File: src/rtl/uart_rx_framed.sv
// ---------------------------------------------------------------------------
// uart_rx_framed
//
// Oversampling UART receiver with parity and stop-bit checking, line-break
// detection, and a single-entry valid/ready output holding register.
//
// Parameters
//   DATA_BITS  : data bits per frame (5..9)
//   OVERSAMPLE : sample_tick pulses per bit (even, 8..32)
//   PARITY     : 0 none, 1 even, 2 odd
//   STOP_BITS  : stop bits checked (1 or 2)
//
// Ports
//   clk         in   single clock, rising edge
//   rst_n       in   asynchronous active-low reset
//   rx_data     in   serial line (asynchronous, idle high)
//   sample_tick in   one-clk-wide oversample strobe
//   data_out    out  received word (first bit on the line is the LSB)
//   out_valid   out  data_out and the flags hold an unconsumed frame
//   out_ready   in   consumer accepts when out_valid & out_ready
//   parity_err  out  held frame has a parity mismatch (0 when PARITY=0)
//   frame_err   out  held frame had a stop bit sampled low
//   break_det   out  one-clk pulse on line-break detection
//   overrun     out  one-clk pulse when a completed frame is dropped
// ---------------------------------------------------------------------------
module uart_rx_framed #(
  parameter int DATA_BITS  = 8,
  parameter int OVERSAMPLE = 16,
  parameter int PARITY     = 0,
  parameter int STOP_BITS  = 1
) (
  input  logic                 clk,
  input  logic                 rst_n,
  input  logic                 rx_data,
  input  logic                 sample_tick,
  output logic [DATA_BITS-1:0] data_out,
  output logic                 out_valid,
  input  logic                 out_ready,
  output logic                 parity_err,
  output logic                 frame_err,
  output logic                 break_det,
  output logic                 overrun
);

  localparam int M  = OVERSAMPLE / 2;
  localparam int TW = $clog2(OVERSAMPLE);

  // Tick positions inside one bit: two early votes, then the deciding vote.
  localparam logic [TW-1:0] T_LO  = TW'(M - 1);
  localparam logic [TW-1:0] T_MID = TW'(M);
  localparam logic [TW-1:0] T_DEC = TW'(M + 1);
  localparam logic [TW-1:0] T_END = TW'(OVERSAMPLE - 1);

  localparam logic [3:0] LAST_DATA = 4'(DATA_BITS - 1);
  localparam logic [3:0] LAST_STOP = 4'(STOP_BITS - 1);

  typedef enum logic [2:0] {
    S_IDLE,
    S_START,
    S_DATA,
    S_PARITY,
    S_STOP,
    S_BRK_WAIT
  } state_t;

  // ---------------------------------------------------------------------
  // Line synchronizer (resets to the idle-high level)
  // ---------------------------------------------------------------------
  logic sync1_q;
  logic rxs_q;

  always_ff @(posedge clk or negedge rst_n) begin
    if (!rst_n) begin
      sync1_q <= 1'b1;
      rxs_q   <= 1'b1;
    end else begin
      sync1_q <= rx_data;
      rxs_q   <= sync1_q;
    end
  end

  // ---------------------------------------------------------------------
  // Receiver state
  // ---------------------------------------------------------------------
  state_t               state_q,    state_d;
  logic [TW-1:0]        tick_q,     tick_d;
  logic [3:0]           bit_q,      bit_d;
  logic [DATA_BITS-1:0] shift_q,    shift_d;
  logic                 samp_lo_q,  samp_lo_d;
  logic                 samp_mid_q, samp_mid_d;
  logic                 par_q,      par_d;
  logic                 ferr_q,     ferr_d;
  // Stays 1 while every bit after the start bit has voted 0 (break candidate).
  logic                 zero_q,     zero_d;

  // Output holding register
  logic [DATA_BITS-1:0] data_out_q,   data_out_d;
  logic                 out_valid_q,  out_valid_d;
  logic                 parity_err_q, parity_err_d;
  logic                 frame_err_q,  frame_err_d;
  logic                 break_det_q,  break_det_d;
  logic                 overrun_q,    overrun_d;

  logic maj;
  logic tick_wrap;
  logic stop_ferr;
  logic stop_zero;
  logic commit;
  logic perr_calc;

  // 2-of-3 vote: the two stored samples plus the live sample at T_DEC.
  assign maj       = (samp_lo_q & samp_mid_q) | (samp_lo_q & rxs_q) | (samp_mid_q & rxs_q);
  assign tick_wrap = (tick_q == T_END);
  assign stop_ferr = ferr_q | ~maj;
  assign stop_zero = zero_q & ~maj;

  always_comb begin
    if (PARITY == 1) begin
      perr_calc = (^shift_q) ^ par_q;
    end else if (PARITY == 2) begin
      perr_calc = ~((^shift_q) ^ par_q);
    end else begin
      perr_calc = 1'b0;
    end
  end

  // Next-state logic. Everything except the synchronizer and the output
  // handshake only moves on sample_tick.
  always_comb begin
    state_d     = state_q;
    tick_d      = tick_q;
    bit_d       = bit_q;
    shift_d     = shift_q;
    samp_lo_d   = samp_lo_q;
    samp_mid_d  = samp_mid_q;
    par_d       = par_q;
    ferr_d      = ferr_q;
    zero_d      = zero_q;
    commit      = 1'b0;
    break_det_d = 1'b0;

    if (sample_tick) begin
      if (state_q != S_IDLE && state_q != S_BRK_WAIT) begin
        tick_d = tick_wrap ? '0 : tick_q + 1'b1;
        if (tick_q == T_LO)  samp_lo_d  = rxs_q;
        if (tick_q == T_MID) samp_mid_d = rxs_q;
      end

      case (state_q)
        S_IDLE: begin
          if (!rxs_q) begin
            state_d = S_START;
            tick_d  = '0;
            bit_d   = '0;
            par_d   = 1'b0;
            ferr_d  = 1'b0;
            zero_d  = 1'b1;
          end
        end

        S_START: begin
          if (tick_q == T_DEC && maj) begin
            // Start bit did not hold low: treat as a glitch.
            state_d = S_IDLE;
            tick_d  = '0;
          end else if (tick_wrap) begin
            state_d = S_DATA;
          end
        end

        S_DATA: begin
          if (tick_q == T_DEC) begin
            shift_d = {maj, shift_q[DATA_BITS-1:1]};
            if (maj) zero_d = 1'b0;
          end
          if (tick_wrap) begin
            if (bit_q == LAST_DATA) begin
              bit_d   = '0;
              state_d = (PARITY != 0) ? S_PARITY : S_STOP;
            end else begin
              bit_d = bit_q + 1'b1;
            end
          end
        end

        S_PARITY: begin
          if (tick_q == T_DEC) begin
            par_d = maj;
            if (maj) zero_d = 1'b0;
          end
          if (tick_wrap) begin
            state_d = S_STOP;
            bit_d   = '0;
          end
        end

        S_STOP: begin
          if (tick_q == T_DEC) begin
            ferr_d = stop_ferr;
            zero_d = stop_zero;
            if (bit_q == LAST_STOP) begin
              // Decide at mid-bit of the last stop bit; no wait for its end.
              tick_d = '0;
              bit_d  = '0;
              if (stop_zero) begin
                state_d     = S_BRK_WAIT;
                break_det_d = 1'b1;
              end else begin
                state_d = S_IDLE;
                commit  = 1'b1;
              end
            end
          end else if (tick_wrap) begin
            bit_d = bit_q + 1'b1;
          end
        end

        S_BRK_WAIT: begin
          if (rxs_q) state_d = S_IDLE;
        end

        default: state_d = S_IDLE;
      endcase
    end
  end

  // Output register next state: a commit either loads the frame or, when
  // the previous frame is still unconsumed and not being accepted now,
  // is dropped with an overrun pulse.
  always_comb begin
    data_out_d   = data_out_q;
    out_valid_d  = out_valid_q;
    parity_err_d = parity_err_q;
    frame_err_d  = frame_err_q;
    overrun_d    = 1'b0;

    if (commit) begin
      if (out_valid_q && !out_ready) begin
        overrun_d = 1'b1;
      end else begin
        data_out_d   = shift_q;
        parity_err_d = perr_calc;
        frame_err_d  = stop_ferr;
        out_valid_d  = 1'b1;
      end
    end else if (out_valid_q && out_ready) begin
      out_valid_d = 1'b0;
    end
  end

  always_ff @(posedge clk or negedge rst_n) begin
    if (!rst_n) begin
      state_q      <= S_IDLE;
      tick_q       <= '0;
      bit_q        <= '0;
      shift_q      <= '0;
      samp_lo_q    <= 1'b0;
      samp_mid_q   <= 1'b0;
      par_q        <= 1'b0;
      ferr_q       <= 1'b0;
      zero_q       <= 1'b0;
      data_out_q   <= '0;
      out_valid_q  <= 1'b0;
      parity_err_q <= 1'b0;
      frame_err_q  <= 1'b0;
      break_det_q  <= 1'b0;
      overrun_q    <= 1'b0;
    end else begin
      state_q      <= state_d;
      tick_q       <= tick_d;
      bit_q        <= bit_d;
      shift_q      <= shift_d;
      samp_lo_q    <= samp_lo_d;
      samp_mid_q   <= samp_mid_d;
      par_q        <= par_d;
      ferr_q       <= ferr_d;
      zero_q       <= zero_d;
      data_out_q   <= data_out_d;
      out_valid_q  <= out_valid_d;
      parity_err_q <= parity_err_d;
      frame_err_q  <= frame_err_d;
      break_det_q  <= break_det_d;
      overrun_q    <= overrun_d;
    end
  end

  assign data_out   = data_out_q;
  assign out_valid  = out_valid_q;
  assign parity_err = parity_err_q;
  assign frame_err  = frame_err_q;
  assign break_det  = break_det_q;
  assign overrun    = overrun_q;

endmodule
File: config.mk
export PLATFORM = sky130hd
export DESIGN_NAME = uart_rx_framed
export DESIGN_NICKNAME = d
export VERILOG_FILES = /design/src/rtl/uart_rx_framed.sv
export SDC_FILE = /design/constraint.sdc
export NUM_CORES = 1
export LEC_CHECK = 0
export BUFFER_PORTS_ARGS = -buffer_cell sky130_fd_sc_hd__buf_4
export CORE_UTILIZATION = 25
export DETAILED_ROUTE_END_ITERATION = 10
export GPL_ROUTABILITY_DRIVEN = 0
export SLEW_MARGIN = 20
export SYNTH_ARGS = -nofsm -noshare
export SYNTH_HDL_FRONTEND = slang
export SYNTH_SLANG_ARGS = --single-unit
File: constraint.sdc
create_clock -name clk -period 4.1 [get_ports clk]
set_input_delay 0.205 -clock clk [delete_from_list [all_inputs] [get_ports clk]]
set_output_delay 0.205 -clock clk [all_outputs]
set_load 0.02 [all_outputs]
## Word-level counts from Yosys, hierarchy flattened

Cells that the tools add are included.

- Bits in registers: 37
- Output and inout port bits: 13
- Word-level logic and storage cells: 121

- $add $sub $neg: 2
- Equality and inequality tests: 24
- Multiplexer cells: 49
- Bitwise operators: 9
- Reduce and logical (&&, ||, !) cells: 22

Operators by type and width:

| cell | count |
|---|---|
| 4-bit 2-to-1 mux | 13 |
| 3-bit 2-to-1 mux | 10 |
| 1-bit 2-to-1 mux | 21 |
| 3-bit case mux with 6 select lines | 1 |
| 2-bit inequality test (second input constant) | 8 |
| 4-bit case mux with 4 select lines | 1 |
| 4-bit == test (second input constant) | 3 |
| 3-bit inequality test (second input constant) | 4 |
| 4-bit case mux with 3 select lines | 1 |
| 3-bit AND reduction | 3 |
| 9-bit AND reduction | 1 |
| 4-bit by 1-bit adder with 4-bit output (second input constant) | 2 |
| 4-bit by 3-bit == test with 1-bit output (second input constant) | 2 |
| 7-bit AND reduction | 1 |
| 3-bit by 2-bit == test with 1-bit output (second input constant) | 2 |
| 3-bit == test (second input constant) | 2 |
| 6-bit AND reduction | 1 |
| 3-bit nonzero test | 2 |
| 1-bit AND | 4 |
| 1-bit logical AND | 4 |
| 4-bit logical NOT | 1 |
| 2-bit by 1-bit inequality test with 1-bit output (second input constant) | 2 |
| 2-bit AND reduction | 2 |
| 4-bit AND reduction | 1 |
| other kinds (10) | 14 |

## Longest topological paths before layout

Gate-level depths: netlist (run 1).

- Word-level depth: 12
- Mapped depth: 8

## Worst setup path after synthesis (run 1)

No wires, ideal clock.

- Path type: register -> register
- From: reg tick_q[1]
- To: reg data_out_q[0], in the netlist data_out[0]
- Library setup time: 0.125 ns
- Arrival time: 1.695 ns
- Data required time: 3.975 ns
- Path slack: 2.280 ns
- Stages on the path, launching flop included: 9
- Period minus slack after synthesis: 1.820 ns
- Cell sequence: dfrtp_1 inv_1 ha_1 and3b_1 buf_4 o2111ai_2 nor2b_1 buf_6 mux2_4

- Word-level cells in the longest chain between the ends: 5

RTL lines:

| item | line | source |
|---|---|---|
| from (decl) | 86 | `logic [TW-1:0] tick_q, tick_d;` |
| from (signal assigned) | 270 | `tick_q <= tick_d;` |
| 4-bit == test | 198 | `if (tick_q == T_DEC) begin` |
| 1-bit 2-to-1 mux | 198 |  |
| 1-bit 2-to-1 mux | 149 | `case (state_q)` |
| 1-bit 2-to-1 mux | 142 | `if (sample_tick) begin` |
| 2-bit AND reduction (no line) | n/a |  |
| to (signal assigned) | 278 | `data_out_q <= data_out_d;` |
| to (decl) | 97 | `logic [DATA_BITS-1:0] data_out_q, data_out_d;` |

No other way between the ends.
A chain may end at the register's enable or synchronous reset.

## Worst setup path in the final report (run 1)

- From: reg tick_q[1]
- To: reg data_out_q[1], in the netlist data_out[1]

Same word-level chain as after synthesis.

==> metrics, run 1 <==
# nets final=201; most used flip-flop cell after synthesis=dfrtp_1; I/O pins=18; post-synth cell types=54; Tot GR Track Use=10.0%; Max Cap Viol=0; Die X=91.6 um; antenna fix cells=0; count leader, synth=dfrtp_1; top cell type's share of synthesized area=43.7%; crit path DAT=2280 ps; slew of the pin with the lowest slew margin=569 ps; first-pass GRT wire length=6.53 mm; synthesis-stage register bit count=37; Yosys warning count=0; Fillers=798; TritonRoute pass-1 iters=4; die area=0.00839 mm2; Synth async-reset ratio=100%; CTS tree=yes; Req. time, crit path=4280 ps; Starting Density=26.0%; endpoints failing setup=0; CP Max Fanout=10; setup_tns=0 ps; largest cells by area after synthesis=dfrtp_1 44%, mux2_4 6.7%, mux2_2 5.6%; Syn Inst Count=175; Antenna Nets Post-Route=0; Setup Crit Path Kind=reg2reg; overall die height=91.6 um; worst hold path class=in2reg; Max clock buf depth=2; Cell Pwr Density=424 mW/mm2; setup bufs post-CTS=0; # H-tree levels=2; Slew Viols, Final=0; Syn Area/Cell=11.5 um2; layout cells sized above 1=29.2%; drt first-iter violations=74; # rows=32; Placeable Area=0.00773 mm2; EDFF count, synth=0; largest net degree at the start of global routing=38; fin area=0.00232 mm2; part of the cycle the worst path needs=51.4%; vias=1351; Overflow after GRT=0; wire length per cell=12.8 um; Period minus WS final=2110 ps; area delta synth->final=15.9%; cts repair resizes=0; final setup margin=1990 ps; CTS Hold Bufs=1; outcome=complete, no violations; CTS Sinks=37; Syn Nets=185; pre-CTS setup slack=2000 ps; register area share after synthesis=46.3%; peak supply drop=0.000159 V; multi-input logic area=978 um2; dpl hpwl=2.62 mm; Slew headroom=62.1%; Layout Cells excl Fill=294; Via density=4.60; Worst-Skew Late Latency=290 ps; Mapped Area=0.00201 mm2; final wirelength=3.76 mm; PortBufs=16; CP Launch Type=register; Sequential Area=928 um2; Commonest cells post-synth=35 x dfrtp_1, 10 x inv_1, 10 x mux2_2, 9 x mux2_4; CP Capture Type=register; CTS root buf=clkbuf_8; clk slew on worst S/H paths=80 ps; vias in the first global route=1371; Leak=0.00106 uW; Worst Skew=9.55 ps; Fin. Hold Viols=0; DRC Markers=0; Placed Cells=285; initial antenna violation count=0; max frequency=474 MHz; TritonCTS buffer count=5; RSZ-0062 raised after global routing=false; Area after DPL=0.00220 mm2; area leader, netlist=dfrtp_1
## routing by layer
metal  GRT usage (%)  vias to the layer above  routed length [um]
met3            3.85                        4                 124
met5               0                        -                   0
met2            15.4                       20                1790
met4            2.51                        0                  32
met1            13.2                      659                1820
li1                -                      668                   -
## cells in the final DEF (no fill, tap or decap), types with 3 or more instances in the layout
master | Yosys | routed
mux2_4 | 9 | 9
nand2_1 | 8 | 8
inv_1 | 10 | 10
a31oi_1 | 3 | 3
and3_1 | 3 | 3
a21oi_1 | 4 | 4
nand2b_1 | 4 | 4
nand4_1 | 3 | 3
mux2i_1 | 3 | 3
nor2_1 | 8 | 8
a32o_1 | 3 | 3
ha_1 | 5 | 5
o21ai_0 | 5 | 5
or3_1 | 3 | 3
buf_4 | 4 | 17
clkbuf_8 | 0 | 5
mux2_2 | 10 | 10
dfrtp_1 | 35 | 35
nand3b_1 | 5 | 5
nand3_1 | 8 | 8
## path summary, 6_finish.rpt
check	startpoint	to	slack, ps	depth (start not counted)
setup / recovery	tick_q[1]$_DFFE_PN0P_	data_out[1]$_DFFE_PN0P_	1990	7
hold / removal	rx_data	sync1_q$_DFF_PN1_	30	1
setup reg to reg	tick_q[1]$_DFFE_PN0P_	data_out[1]$_DFFE_PN0P_	1990	7
hold reg to reg	sync1_q$_DFF_PN1_	rxs_q$_DFF_PN1_	360	0
max in group asynchronous	rst_n	sync1_q$_DFF_PN1_	3340	2
min in group asynchronous	rst_n	data_out[2]$_DFFE_PN0P_	400	2
## where the power goes
group / internal [uW] / switching, uW / total (uW)
logic: 98.9 / 98.3 / 197
clock network: 182 / 139 / 321
registers: 412 / 55.2 / 467
total: 693 / 292 / 985
## kinds of logic after synthesis
logic type               count (synthesis)  share of synthesized area, %
AO/OA/AOI/OAI                           31                          12.2
XOR/XNOR                                 3                          1.31
adder cells (fa/ha/maj)                  6                          3.68
buffers and inverters                   19                          4.93
flip-flops                              37                          46.3
multiplexers                            23                          14.4
other                                    1                         0.187
AND/OR/NAND/NOR                         55                          17.0
## metrics by stage
| step | power [uW] | util (%) | hold WS, ps |
|---|---|---|---|
| final | 985 | 30.1 | 25.6 |
| after global routing | 1060 | 30.1 | 0.235 |
| after CTS | 997 | 30.1 | 15.6 |
| after detailed placement | 672 | 28.5 | 204 |
| after global placement | 666 | 28.5 | 198 |
| after floorplan | 626 | - | -90.6 |
## sequential cells by signal, summed over array words and instances, names as in the netlist
name	flops
bit_q	4
overrun	1
break_det	1
out_valid	1
shift_q	8
samp_mid_q	1
state_q	3
sync1_q	1
ferr_q	1
zero_q	1
frame_err	1
tick_q	4
data_out	8
samp_lo_q	1
rxs_q	1
## critical path, stage by stage, from the launching register on
cell and delay (ps):
dfrtp_1 420, inv_1 90, ha_1 200, and3b_1 400
o2111ai_2 210, nor2b_1 140, buf_4 220, mux2_4 310
## final cells by class
cell class                      instances  area share, %
Multi-Input combinational cell        119           42.1
Sequential cell                        37           39.9
Tap cell                              102           5.49
Clock buffer                            5           2.96
Timing Repair Buffer                   18           5.92
Inverter                               10           1.61
Clock inverter                          3           1.99
No activity file was read; power rests on OpenSTA's default activity.
==> run 2: changes to the inputs <==
Clock period 4.1 ns to 1.7 ns, I/O delays scaled along.
==> run 2 against run 1 <==
The run now ends with setup timing left; first-iteration DRC count down 20%; worst setup slack got worse by 2000 ps; sequential cell count stayed put; hold slack improved by 44 ps; clock-buffer cell count unchanged; highest routed layer unchanged.
==> metrics, run 2 (same netlist as run 1, synthesis figures left out) <==
# rows=32 (unchanged); worst hold path class=in2reg; RSZ-0062 raised after global routing=true; part of the cycle the worst path needs=103% (+52 points); area delta synth->final=44.7%; Worst Skew=3.29 ps (-6.26 ps); antenna fix cells=0 (unchanged); clock power share=31.3% (-1.3 points); peak supply drop=0.000477 V (+200%); Placeable Area=0.00773 mm2 (unchanged); fin area=0.00290 mm2 (+25%); setup_tns=-512 ps (-512 ps); CTS root buf=clkbuf_8; Via density=4.54 (-1.3%); Area after DPL=0.00248 mm2 (+13%); first-pass GRT wire length=7.89 mm (+21%); endpoints failing setup=18 (+18); Seq pwr share=35.7% (-12 points); cells on worst reg2reg path=7 (unchanged); final wirelength=4.66 mm (+24%); CTS tree=yes; largest net degree at the start of global routing=38 (unchanged); reg2reg end=data_out[6]$_DFFE_PN0P_; max frequency=569 MHz (+20%); Tot GR Track Use=12.3% (+2.3 points); share of total power in combinational logic=33.0% (+13 points); Max Cap Viol=0 (unchanged); CP Launch Type=register; Leak=0.00134 uW (+26%); Die X=91.6 um (unchanged); overall die height=91.6 um (unchanged); most common cell after layout, fill and taps aside=buf_4; failing checks=setup timing; die area=0.00839 mm2 (unchanged); reg2reg start=bit_q[1]$_DFFE_PN0P_; DRC Markers=0 (unchanged); CP Max Fanout=5 (-5); drt first-iter violations=59 (-20%); Starting Density=26.0% (unchanged); # H-tree levels=2 (unchanged); initial antenna violation count=0 (unchanged); Period minus WS final=1760 ps (-352 ps); dpl hpwl=3.15 mm (+20%); wire length per cell=13.6 um (+6.4%); Setup Crit Path Kind=reg2reg; vias in the first global route=1651 (+20%); slack of the worst reg-to-reg path=-60 ps (-2050 ps); outcome=complete, but fails checks; final setup margin=-56.2 ps (-2050 ps); Antenna Nets Post-Route=0 (unchanged); Hold EP=overrun$_DFF_PN0_; CTS Sinks=37 (unchanged); multi-input logic area=0.00113 mm2 (+16%); I/O pins=18 (unchanged); CP Capture Type=register; TritonCTS buffer count=5 (unchanged); layout cells sized above 1=52.5% (+23 points); Cell Pwr Density=1040 mW/mm2 (+150%); sw power=871 uW (+200%); hold_ws=69.7 ps (+44.2 ps); HP Start=out_ready; # nets final=249 (+24%); Crit-path slowest cell=dfrtp_1; Slew Viols, Final=0 (unchanged); Fin. Hold Viols=0 (unchanged); P_int=2140 uW (+210%); Sequential Area=930 um2 (+0.13%); TritonRoute pass-1 iters=5 (+1); Req. time, crit path=1890 ps (-2390 ps); crit path DAT=1940 ps (-340 ps); clk slew on worst S/H paths=80 ps (about the same); Max clock buf depth=2 (unchanged); Worst-Skew Late Latency=300 ps (about the same); switching part of the total=28.9% (-0.77 points); critical path's largest stage delay=390 ps (-30 ps); Fillers=773 (-3.1%); CP cell instances=inv_2 -> ha_4 -> and4bb_2 -> o2111ai_4 -> nor2b_4 -> buf_6 -> mux2_4; vias=1551 (+15%); commonest non-fill, non-tap cells in the layout=54 x buf_4, 34 x dfrtp_1, 11 x mux2_4; Overflow after GRT=0 (unchanged); PortBufs=16 (unchanged); hold-critical path depth=3 (+2)
-- run 2: changes by cell type in the layout (fill, tap and decap cells not counted), sizes merged --
cell         previous run  this run
buf                    17        64
bufinv                  1         2
clkinvlp                1         0
clkinv                  1         0
inv                    10        11
dlygate4sd3             1         2
-- run 2: area by class of cell --
class | count | share of cell area (%)
tap | 102 | 4.40
inverter | 10 | 1.29
clock inverter | 3 | 2.37
sequential | 37 | 32.0
timing repair buffer | 66 | 18.5
clock buffer | 5 | 2.37
multi-input combinational | 119 | 39.0
-- run 2: worst max-delay path by stage --
stage,endpoint,from,slack [ps]
after CTS,data_out[6]$_DFFE_PN0P_,tick_q[1]$_DFFE_PN0P_,-60
after global routing,data_out[6]$_DFFE_PN0P_,tick_q[1]$_DFFE_PN0P_,-130
final,data_out[6]$_DFFE_PN0P_,bit_q[1]$_DFFE_PN0P_,-60
after detailed placement,shift_q[1]$_DFFE_PN0P_,tick_q[1]$_DFFE_PN0P_,-150
after global placement,data_out[6]$_DFFE_PN0P_,tick_q[1]$_DFFE_PN0P_,-120
after floorplan,data_out[0]$_DFFE_PN0P_,tick_q[1]$_DFFE_PN0P_,-90
-- run 2: power by group through the flow --
stage          Combinational, uW  Sequential [uW]  Clock [uW]
2_1_floorplan                444             1070           0
3_3_place_gp                 754             1070           0
3_5_place_dp                 779             1080           0
4_1_cts                      904             1070         973
5_1_grt                     1100             1100        1010
6_report                     995             1080         944
-- run 2: per-layer routing --
layer | GRT usage (%) | vias up | wire length, um | share of wire (%)
met3 | 3.77 | 7 | 127 | 2.7
met2 | 20.9 | 23 | 2330 | 50
met4 | 4.37 | 0 | 89 | 1.9
met1 | 14.6 | 760 | 2120 | 45
li1 | - | 761 | - | -
met5 | 0 | - | 0 | 0
-- run 2: worst max-delay path: cells and delay by family (launching register included) --
kind                       cells  cell delay [ps]
adders and majority gates      1              130
AOI/OAI and AO/OA              1              140
muxes                          1              300
buffers and inverters          2              230
and+or+nand+nor                2              440
DFF                            1              390
-- run 2: stage by stage --
step / total power, uW / setup WS (ps) / utilization, % / cells
finish: 3010 / -56.2 / 37.6 / 342
global route: 3210 / -126 / 37.6 / 342
CTS: 2950 / -62.6 / 36.2 / 338
detailed placement: 1860 / -155 / 32.1 / 321
global placement: 1830 / -124 / 32.1 / 321
floorplan: 1520 / -85.7 / - / 175
-- run 2: timing repair --
action                                  in CTS  in global routing
gates resized for setup                     29                 15
pin swaps                                    5                 13
setup buffers                                7                  5
hold endpoints to repair                    36                  0
endpoints found under the setup margin      27                 30
cloned                                       1                  0
hold buffers                                 2                  0
==> run 3: changes to the inputs <==
Clock period 1.7 ns to 1.55 ns, I/O delays scaled along.
==> run 3 against run 2 <==
The flow still finishes with violations (setup timing); non-clock buffer count up 7; final area up 3.5%; first-iteration DRC count unchanged; worst setup slack got worse by 140 ps; register-to-register slack got worse by 140 ps; hold slack improved by 7.8 ps; core utilization grew 1.3 points; sequential cell count unchanged; sequential share of layout area shrank 1.1 points; clock-buffer cell count grew 2; final cell count rose by 2.0%; largest power group is now combinational cells.
==> metrics, run 3 (same netlist as run 1, synthesis figures left out) <==
Tot Pwr=3130 uW (+3.9%); die area=0.00839 mm2 (unchanged); PortBufs=16 (unchanged); Setup Crit Path Kind=reg2reg; Max Cap Viol=0 (unchanged); most common cell after layout, fill and taps aside=buf_4; worst hold path class=in2reg; Via density=4.56 (+0.46%); WP buf/inv=2 (unchanged); Worst-Skew Late Latency=290 ps (about the same); antenna fix cells=0 (unchanged); slack of the worst reg-to-reg path=-200 ps (-140 ps); commonest non-fill, non-tap cells in the layout=59 x buf_4, 35 x dfrtp_1, 18 x mux2_4; Overflow after GRT=0 (unchanged); Die X=91.6 um (unchanged); cells on worst reg2reg path=7 (unchanged); CP Max Fanout=5 (unchanged); Fin. Hold Viols=0 (unchanged); wire length per cell=13.2 um (-3.4%); RSZ-0062 raised after global routing=true; overall die height=91.6 um (unchanged); Placeable Area=0.00773 mm2 (unchanged); TritonRoute pass-1 iters=4 (-1); clk slew on worst S/H paths=80 ps (about the same); dpl hpwl=3.12 mm (-0.73%); Area after DPL=0.00257 mm2 (+3.4%); final wirelength=4.59 mm (-1.4%); first-pass GRT wire length=7.75 mm (-1.8%); hold-critical path depth=3 (unchanged); Crit-path slowest cell=dfrtp_1; outcome=complete, but fails checks; Starting Density=26.0% (unchanged); Worst Skew=7.33 ps (+4.04 ps); Leak=0.00139 uW (+3.5%); Max clock buf depth=2 (unchanged); Antenna Nets Post-Route=0 (unchanged); Top delay family on crit path=simple AND/OR/NAND/NOR gates; Finished Core Util=38.9% (+1.3 points); # nets final=256 (+2.8%); crit path DAT=1920 ps (-20 ps); TritonCTS buffer count=5 (unchanged); Fillers=751 (-2.8%); vias=1590 (+2.5%); peak supply drop=0.000404 V (-15%); CTS Sinks=37 (unchanged); Worst path depth=7 (unchanged); part of the cycle the worst path needs=113% (+9.5 points); final setup margin=-198 ps (-142 ps); reg2reg start=bit_q[1]$_DFFE_PN0P_; reg2reg end=data_out[2]$_DFFE_PN0P_; layout cells sized above 1=56.3% (+3.8 points); DRC Markers=0 (unchanged); Cell Pwr Density=1040 mW/mm2 (+0.36%); CP Capture Type=register; vias in the first global route=1599 (-3.1%); area delta synth->final=49.8%; Tot GR Track Use=11.8% (-0.54 points); # rows=32 (unchanged); Period minus WS final=1750 ps (-8.17 ps); max frequency=572 MHz (+0.47%); I/O pins=18 (unchanged); fin area=0.00301 mm2 (+3.5%); CTS tree=yes; initial antenna violation count=0 (unchanged); Hold EP=overrun$_DFF_PN0_; CTS root buf=clkbuf_8; CP Launch Type=register; Req. time, crit path=1720 ps (-170 ps); critical path's largest stage delay=390 ps (about the same); endpoints failing setup=31 (+13); HP Start=out_ready; Slew Viols, Final=0 (unchanged); # H-tree levels=2 (unchanged); drt first-iter violations=59 (unchanged); failing checks=setup timing; largest net degree at the start of global routing=38 (unchanged); CP cell instances=inv_2 -> ha_4 -> and4bb_2 -> o2111ai_4 -> nor2b_4 -> buf_6 -> mux2_4
run 3: changes by cell type in the layout (fill, tap and decap cells not counted), sizes merged:
cell      previous run  this run
clkinvlp             0         1
buf                 64        71
bufinv               2         0
clkbuf               5         7
inv                 11        10
run 3: worst max path at each step:
stage                                from  slack, ps                      end
finish               bit_q[1]$_DFFE_PN0P_       -200  data_out[2]$_DFFE_PN0P_
CTS                 tick_q[1]$_DFFE_PN0P_       -190  data_out[4]$_DFFE_PN0P_
detailed placement  tick_q[1]$_DFFE_PN0P_       -280   shift_q[7]$_DFFE_PN0P_
global route         bit_q[1]$_DFFE_PN0P_       -260  data_out[0]$_DFFE_PN0P_
global placement     bit_q[0]$_DFFE_PN0P_       -260  data_out[0]$_DFFE_PN0P_
floorplan           tick_q[1]$_DFFE_PN0P_       -240  data_out[0]$_DFFE_PN0P_
run 3: per-layer routing:
layer	vias to the layer above	global-route usage (%)	wire length (um)
met5	-	0	0
met4	0	2.78	15
met3	2	2.76	107
met2	13	20.1	2350
met1	798	14.9	2120
li1	777	-	-
run 3: cell type report:
cell class | instances | area [um2] | area share (%)
Inverter | 10 | 37.5 | 1.25
Sequential cell | 37 | 928 | 30.9
Multi-Input combinational cell | 119 | 1210 | 40.3
Clock buffer | 7 | 86.3 | 2.87
Clock inverter | 1 | 7.51 | 0.250
Timing Repair Buffer | 73 | 607 | 20.2
Tap cell | 102 | 128 | 4.25
run 3: power breakdown:
part           total [uW]  leakage (uW)  switching [uW]  internal, uW
logic                1240      0.000868             520           721
registers            1170      0.000476            83.3          1090
clock network         718     0.0000445             356           362
total                3130       0.00139             960          2170
run 3: worst reg2reg max path, cell delays in order (launching register included):
cell and delay, ps:
dfrtp_1 390, inv_2 80, ha_4 130, and4bb_2 260, o2111ai_4 150, nor2b_4 160
buf_6 150, mux2_4 300
run 3: what timing repair did:
| item | 4_1_cts | 5_1_grt |
|---|---|---|
| setup buffers | 7 | 3 |
| gates resized for setup | 45 | 14 |
| hold endpoints to repair | 36 | 0 |
| cloned | 1 | 0 |
| hold buffers | 2 | 0 |
| endpoints found under the setup margin | 31 | 32 |
| pin swaps | 14 | 11 |
run 3: per-stage QoR:
stage	instances	TNS, ps	hold slack (ps)	worst slack [ps]
global route	349	-6480	97.0	-259
floorplan	175	-2720	-218	-236
CTS	346	-3740	78.1	-194
global placement	329	-5630	69.7	-257
finish	349	-4400	77.5	-198
detailed placement	329	-6370	71.0	-278
